--- src/rtl/ha_accum_pkg.sv ---
// Shared constants and types for the HA-array row accumulator.
package ha_accum_pkg;

    localparam int NUM_ARRAYS = 4;
    localparam int B_W        = 7;
    localparam int T_W        = 9;
    localparam int P_W        = 16;

    typedef enum logic [1:0] {
        IDLE  = 2'd0,
        ACCUM = 2'd1,
        DONE  = 2'd2
    } state_t;

    typedef logic [1:0] row_idx_t;

endpackage

--- src/rtl/ha_row_weigher.sv ---
// Combinational row weigher: term = (t + (b << 2)) << (2 * idx), truncated to P_W bits.
module ha_row_weigher
    import ha_accum_pkg::*;
(
    input  logic [B_W-1:0] b_i,
    input  logic [T_W-1:0] t_i,
    input  row_idx_t       idx_i,
    output logic [P_W-1:0] term_o
);

    logic [P_W-1:0] row_sum;

    // Row value never exceeds 1019, so a P_W-bit sum is exact; the shift then truncates.
    assign row_sum = {{(P_W-T_W){1'b0}}, t_i} + {{(P_W-B_W-2){1'b0}}, b_i, 2'b00};
    assign term_o  = row_sum << {idx_i, 1'b0};

endmodule

--- src/rtl/ha_array_accum.sv ---
// Sequential reducer of four HA-array rows into a 16-bit product, one row per cycle.
// Optional macro HA_ACC_PERF_EN adds a saturating done_count output.
module ha_array_accum
    import ha_accum_pkg::*;
(
    input  logic           clk,
    input  logic           rst_n,
    input  logic           in_valid,
    output logic           in_ready,
    input  logic [B_W-1:0] ha_array_0_b,
    input  logic [B_W-1:0] ha_array_1_b,
    input  logic [B_W-1:0] ha_array_2_b,
    input  logic [B_W-1:0] ha_array_3_b,
    input  logic [T_W-1:0] ha_array_0_t,
    input  logic [T_W-1:0] ha_array_1_t,
    input  logic [T_W-1:0] ha_array_2_t,
    input  logic [T_W-1:0] ha_array_3_t,
    output logic           out_valid,
    input  logic           out_ready,
    output logic [P_W-1:0] product
`ifdef HA_ACC_PERF_EN
    ,
    output logic [P_W-1:0] done_count
`endif
);

    logic [B_W-1:0] b_in [NUM_ARRAYS];
    logic [T_W-1:0] t_in [NUM_ARRAYS];
    logic [B_W-1:0] b_q  [NUM_ARRAYS];
    logic [T_W-1:0] t_q  [NUM_ARRAYS];

    state_t         state_q, state_d;
    row_idx_t       idx_q, idx_d;
    logic [P_W-1:0] acc_q, acc_d;
    logic [P_W-1:0] product_q, product_d;
    logic [P_W-1:0] term;
    logic           capture_en;

    assign b_in[0] = ha_array_0_b;
    assign b_in[1] = ha_array_1_b;
    assign b_in[2] = ha_array_2_b;
    assign b_in[3] = ha_array_3_b;
    assign t_in[0] = ha_array_0_t;
    assign t_in[1] = ha_array_1_t;
    assign t_in[2] = ha_array_2_t;
    assign t_in[3] = ha_array_3_t;

    // Row vectors are sampled only at the acceptance edge.
    genvar gi;
    generate
        for (gi = 0; gi < NUM_ARRAYS; gi++) begin : g_capture
            always_ff @(posedge clk or negedge rst_n) begin
                if (!rst_n) begin
                    b_q[gi] <= '0;
                    t_q[gi] <= '0;
                end else if (capture_en) begin
                    b_q[gi] <= b_in[gi];
                    t_q[gi] <= t_in[gi];
                end
            end
        end
    endgenerate

    ha_row_weigher u_weigher (
        .b_i    (b_q[idx_q]),
        .t_i    (t_q[idx_q]),
        .idx_i  (idx_q),
        .term_o (term)
    );

    always_comb begin
        state_d    = state_q;
        idx_d      = idx_q;
        acc_d      = acc_q;
        product_d  = product_q;
        capture_en = 1'b0;
        case (state_q)
            IDLE: begin
                if (in_valid) begin
                    capture_en = 1'b1;
                    acc_d      = '0;
                    idx_d      = '0;
                    state_d    = ACCUM;
                end
            end
            ACCUM: begin
                acc_d = acc_q + term;
                idx_d = idx_q + row_idx_t'(1);
                if (idx_q == row_idx_t'(NUM_ARRAYS - 1)) begin
                    product_d = acc_q + term;
                    state_d   = DONE;
                end
            end
            DONE: begin
                if (out_ready) begin
                    state_d = IDLE;
                end
            end
            default: state_d = IDLE;
        endcase
    end

    always_ff @(posedge clk or negedge rst_n) begin
        if (!rst_n) begin
            state_q   <= IDLE;
            idx_q     <= '0;
            acc_q     <= '0;
            product_q <= '0;
        end else begin
            state_q   <= state_d;
            idx_q     <= idx_d;
            acc_q     <= acc_d;
            product_q <= product_d;
        end
    end

    assign in_ready  = (state_q == IDLE);
    assign out_valid = (state_q == DONE);
    assign product   = product_q;

`ifdef HA_ACC_PERF_EN
    logic [P_W-1:0] done_count_q, done_count_d;

    always_comb begin
        done_count_d = done_count_q;
        if (out_valid && out_ready && (done_count_q != {P_W{1'b1}})) begin
            done_count_d = done_count_q + P_W'(1);
        end
    end

    always_ff @(posedge clk or negedge rst_n) begin
        if (!rst_n) begin
            done_count_q <= '0;
        end else begin
            done_count_q <= done_count_d;
        end
    end

    assign done_count = done_count_q;
`endif

endmodule

--- config.mk ---
export PLATFORM = sky130hd
export DESIGN_NAME = ha_array_accum
export DESIGN_NICKNAME = d
export VERILOG_FILES = /design/src/rtl/ha_accum_pkg.sv /design/src/rtl/ha_row_weigher.sv /design/src/rtl/ha_array_accum.sv
export SDC_FILE = /design/constraint.sdc
export NUM_CORES = 1
export LEC_CHECK = 0
export CAP_MARGIN = 20
export CORE_UTILIZATION = 48
export DETAILED_ROUTE_END_ITERATION = 16
export GPL_TIMING_DRIVEN = 0
export PLACE_DENSITY = 0.71
export SLEW_MARGIN = 20
export SYNTH_ARGS = -nofsm -noshare
export SYNTH_HDL_FRONTEND = slang
export SYNTH_HIERARCHICAL = 1
export SYNTH_SLANG_ARGS = --single-unit
export TNS_END_PERCENT = 30
--- constraint.sdc ---
create_clock -name clk -period 12.2 [get_ports clk]
set_input_delay 1.22 -clock clk [delete_from_list [all_inputs] [get_ports clk]]
set_output_delay 1.22 -clock clk [all_outputs]
set_load 0.02 [all_outputs]
Word level (Yosys, flattened, before mapping)
Index checks and enable logic that the tools add are counted.

operators by class
  add/sub/neg operators = 3
  magnitude comparators = 1
  equality and inequality tests = 6
  shift-type cells = 1
  multiplexer cells = 16
  bitwise logic cells = 1
  reductions and logical operators = 5

operator list
  operator                                                  count
  case mux 16 bit (2 select lines)                          1
  binary-select mux 9 bit (select 2 bit)                    1
  2-to-1 mux 9 bit                                          2
  adder 16 bit                                              1
  2-to-1 mux 16 bit                                         1
  << shifter 16 x 3 -> 16 bit                               1
  binary-select mux 7 bit (select 2 bit)                    1
  2-to-1 mux 7 bit                                          2
  adder 9 x 9 -> 10 bit                                     1
  2-to-1 mux 2 bit                                          4
  case mux 2 bit (3 select lines)                           1
  == test 2 bit, second input constant                      2
  != test 2 bit, second input constant                      2
  case mux 2 bit (2 select lines)                           1
  AND reduction 2 bit                                       2
  greater-or-equal comparator 3 bit, second input constant  1
  NOT 2 -> 3 bit                                            1
  AND reduction 3 bit                                       1
  adder 2 x 1 -> 2 bit, second input constant               1
  == test 2 x 1 -> 1 bit, second input constant             1
  zero test 2 bit                                           1
  2-to-1 mux 1 bit                                          2
  != test 2 x 1 -> 1 bit, second input constant             1
  nonzero test 2 bit                                        1

storage, ports and cells
  flip-flop bits (word level) = 100
  bits of input ports = 68
  output and inout port bits = 18
  word-level logic and storage cells = 45

Logic depth before layout (Yosys ltp)
Gate-level depths: netlist of run 1.

  word-level depth = 8
  gate-level depth with buffers = 19
  gate-level depth less buffers = 17

Hierarchy
The synthesis of run 1 kept the hierarchy.

modules (own cells, without submodules)
  module          instances  cells each  area an instance (µm²)  sequential area each (µm²)
  ha_array_accum  1          369         4,772.1                 2,502.4
  ha_row_weigher  1          92          618.1                   0.0

Worst setup path before layout of run 1
Ideal clock, no wire load.

  kind = register -> register
  start = register idx_q[0]
  end = register acc_q[15]
  library setup time = 0.087 ns
  arrival time = 4.568 ns
  data required time = 12.113 ns
  path slack = 7.546 ns
  cell stages (with the launch flop) = 20
  buffers on the path = 2
  period minus slack after synthesis = 4.654 ns
  cells stage by stage = dfrtp_1 buf_2 buf_2 mux4_2 ha_1 inv_1 fa_1 nor2b_4 o31a_4 a32o_1 a2111o_1 mux2i_1 ha_1 a21oi_1 o211ai_1 o211ai_1 a21oi_1 o21ai_0 or4b_1 o211ai_1

on the way
  longest elaborated chain between the ends = 8
  elaborated cells between the ends (all ways) = 11
  those cells by class = 2 x add/sub; 1 x shift; 7 x mux; 1 x bitwise

ends and longest elaborated chain
  element                                                                                           line                                        text
  start: declaration                                                                                ha_array_accum.sv:33                        row_idx_t idx_q, idx_d;
  start signal: assignment                                                                          ha_array_accum.sv:111                       idx_q <= idx_d;
  NOT 2 -> 3 bit (not written as such)                                                              ha_array_accum.sv:65, ha_array_accum.sv:66
  binary-select mux 9 bit (select 2 bit) or binary-select mux 7 bit (select 2 bit) (tied branches)  ha_array_accum.sv:66, ha_array_accum.sv:65
  2-to-1 mux 9 bit (not written as such) or 2-to-1 mux 7 bit (tied branches) (2 in series)          ha_array_accum.sv:66, ha_array_accum.sv:65
  adder 9 x 9 -> 10 bit                                                                             ha_row_weigher.sv:14                        assign row_sum = {{(P_W-T_W){1'b0}}, t_i} + {{(P_W-B_W-2){1'b0}}, b_i, 2'b00};
  << shifter 16 x 3 -> 16 bit (*)                                                                   ha_row_weigher.sv:15                        assign term_o = row_sum << {idx_i, 1'b0};
  named net term[8]                                                                                 ha_array_accum.sv:36                        logic [P_W-1:0] term;
  adder 16 bit (*)                                                                                  ha_array_accum.sv:87                        acc_d = acc_q + term;
  case mux 16 bit (2 select lines) (*)                                                              ha_array_accum.sv:77                        case (state_q)
  end signal: assignment                                                                            ha_array_accum.sv:107                       acc_q <= '0;
  end signal: assignment                                                                            ha_array_accum.sv:112                       acc_q <= acc_d;
  end: declaration                                                                                  ha_array_accum.sv:34                        logic [P_W-1:0] acc_q, acc_d;

The timed path passes the listed nets; every way through them passes the cells marked *. The select of a mux whose other input is x is not followed.
A chain may end at the register's enable or synchronous reset.

Worst setup path in the final report of run 1
  start = register idx_q[1]
  end = register acc_q[15]

The elaborated chain is that of the path after synthesis.

==> run_results.csv, run 1 <==
group,metric,value,unit
clocking,numCtsBuffers,9,
floorplan,io_pins,86,
clocking,clk_path_buf_depth,2,
drt,num_vias,3909,
floorplan,num_rows,38,
min_path,min_from,"product[2]",
drt,met1Wirelength,5300,um
setup_path,end_kind,"flip-flop",
timing,hold_viol,0,
synthesis,synth-edff-count,0,
timing,finClkSkew,10.0,ps
clocking,cts_hold_buf,0,
finish,area_growth,23.1,%
grt,grt_pass1_wl,20100,um
synthesis,syn-num-nets,554,
clocking,cts_root_buf,"clkbuf_8",
clocking,cts_resized,0,
setup_path,slowest_stage,"clkbuf_1",
place,gp_congestion,0.914,
clocking,cts_tree,"yes",
grt,track_usage,0.227,
clocking,clk_latency,380,ps
setup_path,cp_max_fo,10,
synthesis,netlist_instances,461,
synthesis,synth-main-ff-cell,"dfrtp_1",
run_status,outcome,"finished, final reports clean",
synthesis,ys_ff_latch,100,
clocking,clk_pin_slew,100,ps
floorplan,die-width,108,um
timing,tightest_slew,702,ps
drt,ant_nets,0,
drt,drt_first_pass_iters,4,
floorplan,initial_core_util,0.495,
finish,nets,651,
timing,fin_crit_sh,0.456,
synthesis,ys_types,60,
floorplan,die_h,108,um
drt,drc,0,
place,portBuffers,85,
setup_path,cp.arrival,5850,ps
finish,n_fill_cell,919,
setup_path,path_cells,"clkbuf_1 > clkbuf_1 > mux4_2 > ha_1 > inv_1 > fa_1 > nor2b_4 > o31a_4 > a32o_1 > a2111o_1 > mux2i_1 > ha_1 > nand2_1 > o211ai_1 > o211ai_1 > a21oi_1 > nor3_1 > or4b_1 > o211ai_1",
finish,final_common_cell,"dfrtp_1",
finish,mostFrequentLayoutCells,"100 x dfrtp_1, 84 x clkdlybuf4s50_1, 66 x mux2_2, 53 x nand2_1, 28 x o21ai_0",
finish,insertedDiodeCount,0,
drt,vias_per_cell,5.56,
drt,met3_length,496,um
clocking,cts_max_level,3,
setup_path,cp-start-kind,"flip-flop",
synthesis,synthArstFlopShare,1.00,
min_path,hp-class,"flip-flop to flip-flop",
floorplan,core,10900,sq um
synthesis,synth_area_per_cell,11.7,sq um
timing,rsz0062_at_grt,"no",
timing,relSlewSlack,0.532,
flow_run,drv_cap,0,
setup_path,critical_path_required,12490,ps
setup_path,crit_type,"flip-flop to flip-flop",
grt,grt_max_degree,58,
drt,drt_iter0_markers,139,
timing,max_freq,0.180,GHz
setup_path,startpoint,"idx_q[1]",
timing,setup_tns,0,ps
drt,wl_per_cell,17.0,um
drt,highest_layer,"met4",
clocking,clock-sinks,100,
timing,slew_viol_final,0,
synthesis,ys_seq_area_frac,0.464,
place,hpwl,9150,um
grt,grt-ovfl-total,0,
clocking,cts_setup_buffers,0,
drt,routed_wirelength,12000,um
timing,setup_viol,0,
floorplan,dieArea,11700,sq um
timing,min_period,5560,ps
synthesis,synth_area,5390,sq um
setup_path,r2r-start,"idx_q[1]",
drt,dr_wl_met2,6030,um
setup_path,path_common_cell,"o211ai_1",
grt,antenna_found_initial,0,
finish,drive_above_1_share,0.199,
grt,grt_pass1_vias,4176,
setup_path,critPathMaxStageDelay,580,ps
synthesis,synth_warnings,6,
## metal layers
metal,vias to the layer above,GRT usage
met5,-,0
met4,0,0.0607
met3,10,0.0506
met2,95,0.396
met1,1928,0.282
li1,1876,-
## metrics by stage
stage | setup slack, ps | instance area (sq um) | hold WS, ps | instances | utilization
final | 6640 | 6640 | 487 | 703 | 0.610
after global routing | 6410 | 6640 | 507 | 703 | 0.610
after CTS | 6660 | 6640 | 498 | 703 | 0.610
after detailed placement | 6680 | 6440 | 474 | 687 | 0.592
after global placement | 6220 | 6420 | 461 | 686 | 0.589
after floorplan | 7550 | 5390 | 456 | 461 | -
## worst max-delay path: cells and delay by family (launching register included)
kind | cells | cell delay, ps
AO/OA/AOI/OAI | 7 | 1760
adder cells (fa/ha/maj) | 3 | 740
buffers and inverters | 3 | 1090
flip-flops | 1 | 460
multiplexers | 2 | 650
AND/OR/NAND/NOR | 4 | 740
## area by class of cell
| cell class | count | area [sq um] | area share |
|---|---|---|---|
| multi-input cells | 326 | 2750 | 0.414 |
| flip-flops and latches | 100 | 2500 | 0.377 |
| repair buffers | 86 | 880 | 0.133 |
| well taps | 140 | 175 | 0.0264 |
| clock buffers | 10 | 138 | 0.0207 |
| plain buffers | 25 | 104 | 0.0156 |
| clock inverters | 6 | 55.1 | 0.00829 |
| inverters | 10 | 37.5 | 0.00566 |
## final timing paths
| check | slack (ps) | end | cells past startpoint |
|---|---|---|---|
| min in group asynchronous | 750 | product[1] | 1 |
| setup reg to reg | 6640 | acc_q[15] | 19 |
| max in group asynchronous | 10820 | t_q[29] | 2 |
| setup / recovery | 6640 | acc_q[15] | 19 |
| hold reg to reg | 490 | product[2] | 2 |
| hold / removal | 490 | product[2] | 2 |
## Yosys cell counts, types with 2 or more instances
cell type    n  area [sq um]
mux4_2      16           360
nand4_1      3          18.8
mux2_2      66           743
and2_1       4          25.0
fa_1         2          40.0
o21bai_1     3          22.5
xnor2_1      9          78.8
nand2_1     53           199
o211ai_1     5          37.5
dfrtp_1    100          2500
a21oi_1     13          65.1
buf_1        2          7.51
o21a_1       2          15.0
or2_2        2          12.5
ha_1        23           288
a21o_1       9          67.6
nand2b_1     2          12.5
o31a_1       2          17.5
a31oi_1      3          18.8
nor3_1       4          20.0
o21ai_0     28           140
nand3b_1     2          15.0
clkbuf_1    20          75.1
o21ai_1      3          15.0
inv_1        9          33.8
buf_2        2          10.0
o22ai_1     12          75.1
or3_1        2          12.5
nor2_1      17          63.8
mux2i_1      4          40.0
xor2_1       9          78.8
nand3_1      2          10.0
## state kept, by name, summed over array words and instances (netlist names)
register and flops:
t_q 36, b_q 28, acc_q 16, product 16
idx_q 2, state_q 2
## cell families after synthesis
group,Yosys count,share of synthesized area
buffers and inverters,35,0.0262
and+or+nand+nor,100,0.0864
muxes,86,0.212
DFF,100,0.464
adders and majority gates,25,0.0608
AOI/OAI and AO/OA,96,0.117
xor gates and xnor gates,19,0.0337
Power of run 1 is left out: the tool's default activity adds up to more than one toggle a clock period on the data nets, which glitch-free logic cannot reach.
==> inputs of run 2 (changes only) <==
==> constraint.sdc (replaced) <==
create_clock -name clk -period 5.5 [get_ports clk]
set_input_delay 0.55 -clock clk [delete_from_list [all_inputs] [get_ports clk]]
set_output_delay 0.55 -clock clk [all_outputs]
set_load 0.02 [all_outputs]
==> run 2 against run 1 <==
Via count fell by 0.15%. Non-clock buffer count stayed put. Sequential share of layout area about the same. Hold slack worse by 400 ps. Register-to-register slack got worse by 6400 ps. Critical endpoint unchanged. Cell count unchanged.
==> run_results.csv, run 2 (synthesis results as in run 1) <==
group,metric,value,unit
finish,final_common_cell,"dfrtp_1",
setup_path,worstRegToRegCells,19,
grt,grt_pass1_wl,20100,um
timing,max_freq,0.191,GHz
grt,grt_max_degree,58,
clocking,cts_max_level,3,
timing,finClkSkew,10.8,ps
flow_run,drv_cap,0,
grt,grt_pass1_vias,4176,
drt,num_vias,3903,
drt,vias_per_cell,5.55,
timing,setup_viol,0,
finish,nets,651,
grt,grt-ovfl-total,0,
setup_path,r2r-start,"idx_q[0]",
timing,fin_crit_sh,0.950,
timing,min_period,5230,ps
place,portBuffers,85,
clocking,clock-sinks,100,
clocking,cts_root_buf,"clkbuf_8",
setup_path,crit_type,"flip-flop to flip-flop",
finish,largest_register_ffs,36,
setup_path,cp.arrival,5520,ps
finish,area_growth,23.3,%
floorplan,num_rows,38,
floorplan,die_h,108,um
floorplan,io_pins,86,
floorplan,initial_core_util,0.495,
timing,tightest_slew,702,ps
grt,track_usage,0.227,
setup_path,r2r-end,"acc_q[15]",
setup_path,critical_path_required,5790,ps
finish,finalInstanceArea,6650,sq um
timing,relSlewSlack,0.532,
drt,drt_iter0_markers,147,
finish,drive_above_1_share,0.202,
floorplan,die-width,108,um
drt,drc,0,
place,hpwl,9150,um
clocking,numCtsBuffers,9,
run_status,outcome,"finished, final reports clean",
place,gp_congestion,0.914,
clocking,clk_latency,380,ps
timing,rsz0062_at_grt,"no",
drt,drt_first_pass_iters,4,
grt,antenna_found_initial,0,
drt,routed_wirelength,11900,um
floorplan,dieArea,11700,sq um
timing,hold_viol,0,
setup_path,cp-start-kind,"flip-flop",
timing,slew_viol_final,0,
setup_path,r2r_slack,270,ps
finish,top_register,"t_q",
clocking,cts_tree,"yes",
floorplan,core,10900,sq um
setup_path,cp_max_fo,10,
finish,largestRegisters,"t_q: 36 flops, b_q: 28 flops",
setup_path,end_kind,"flip-flop",
finish,fin_util,0.610,
min_path,hp-class,"primary input to asynchronous set/reset pin",
finish,insertedDiodeCount,0,
place,dpl-instance-area,6440,sq um
drt,ant_nets,0,
drt,wl_per_cell,17.0,um
clocking,clk_path_buf_depth,2,
finish,mostFrequentLayoutCells,"100 x dfrtp_1, 84 x clkdlybuf4s50_1, 66 x mux2_2, 53 x nand2_1, 28 x o21ai_0",
clocking,clk_pin_slew,100,ps
[run 2: cell types whose count changed in the layout (fill, tap and decap cells not counted)]
cell      previous run  this run
clkbuf_1            20        18
buf_2                2         0
clkbuf_2             0         2
clkbuf_4             0         1
buf_4                0         1
[run 2: worst max-delay path: stages (launching register included)]
cell,delay [ps]
dfrtp_1,450
clkbuf_4,300
buf_4,270
mux4_2,520
ha_1,230
inv_1,80
fa_1,260
nor2b_4,50
o31a_4,310
a32o_1,270
a2111o_1,450
mux2i_1,250
ha_1,250
nand2_1,90
o211ai_1,180
o211ai_1,150
a21oi_1,300
nor3_1,90
or4b_1,510
o211ai_1,100
[run 2: timing repair]
| item | 4_1_cts | 5_1_grt |
|---|---|---|
| hold endpoints to repair | 0 | 0 |
| gates cloned | 0 | 0 |
| endpoints found under the setup margin | 1 | 5 |
| hold buffers | 0 | 0 |
| setup buffers | 0 | 0 |
| resized for setup | 1 | 5 |
[run 2: final cells by class]
class / count / area, sq um
Fill cell: 915 / 4240
Multi-Input combinational cell: 326 / 2750
Sequential cell: 100 / 2500
Timing Repair Buffer: 86 / 880
Tap cell: 140 / 175
Clock buffer: 10 / 138
Buffer: 25 / 111
Clock inverter: 6 / 55.1
Inverter: 10 / 37.5
[run 2: worst max-delay path by stage]
stage / startpoint / to
after floorplan: idx_q[0] / acc_q[15]
after global placement: idx_q[1] / acc_q[15]
after detailed placement: idx_q[1] / acc_q[15]
after CTS: idx_q[0] / acc_q[15]
after global routing: idx_q[0] / acc_q[15]
final: idx_q[0] / acc_q[15]
[run 2: metrics by stage]
stage	instances	TNS, ps	worst slack, ps	hold WS (ps)
6_report	703	0	274	84.6
5_1_grt	703	0	4.49	99.5
4_1_cts	703	0	55.4	86.7
3_5_place_dp	687	-17.7	-17.7	474
3_3_place_gp	686	0	115	461
2_1_floorplan	461	0	846	254
[run 2: per-layer routing]
layer,vias up,wire [um],GRT usage
met3,10,513,0.0506
met2,106,6030,0.396
met4,0,142,0.0607
li1,1875,-,-
met5,-,0,0
met1,1912,5260,0.282
Power of run 2 is left out for the same reason.
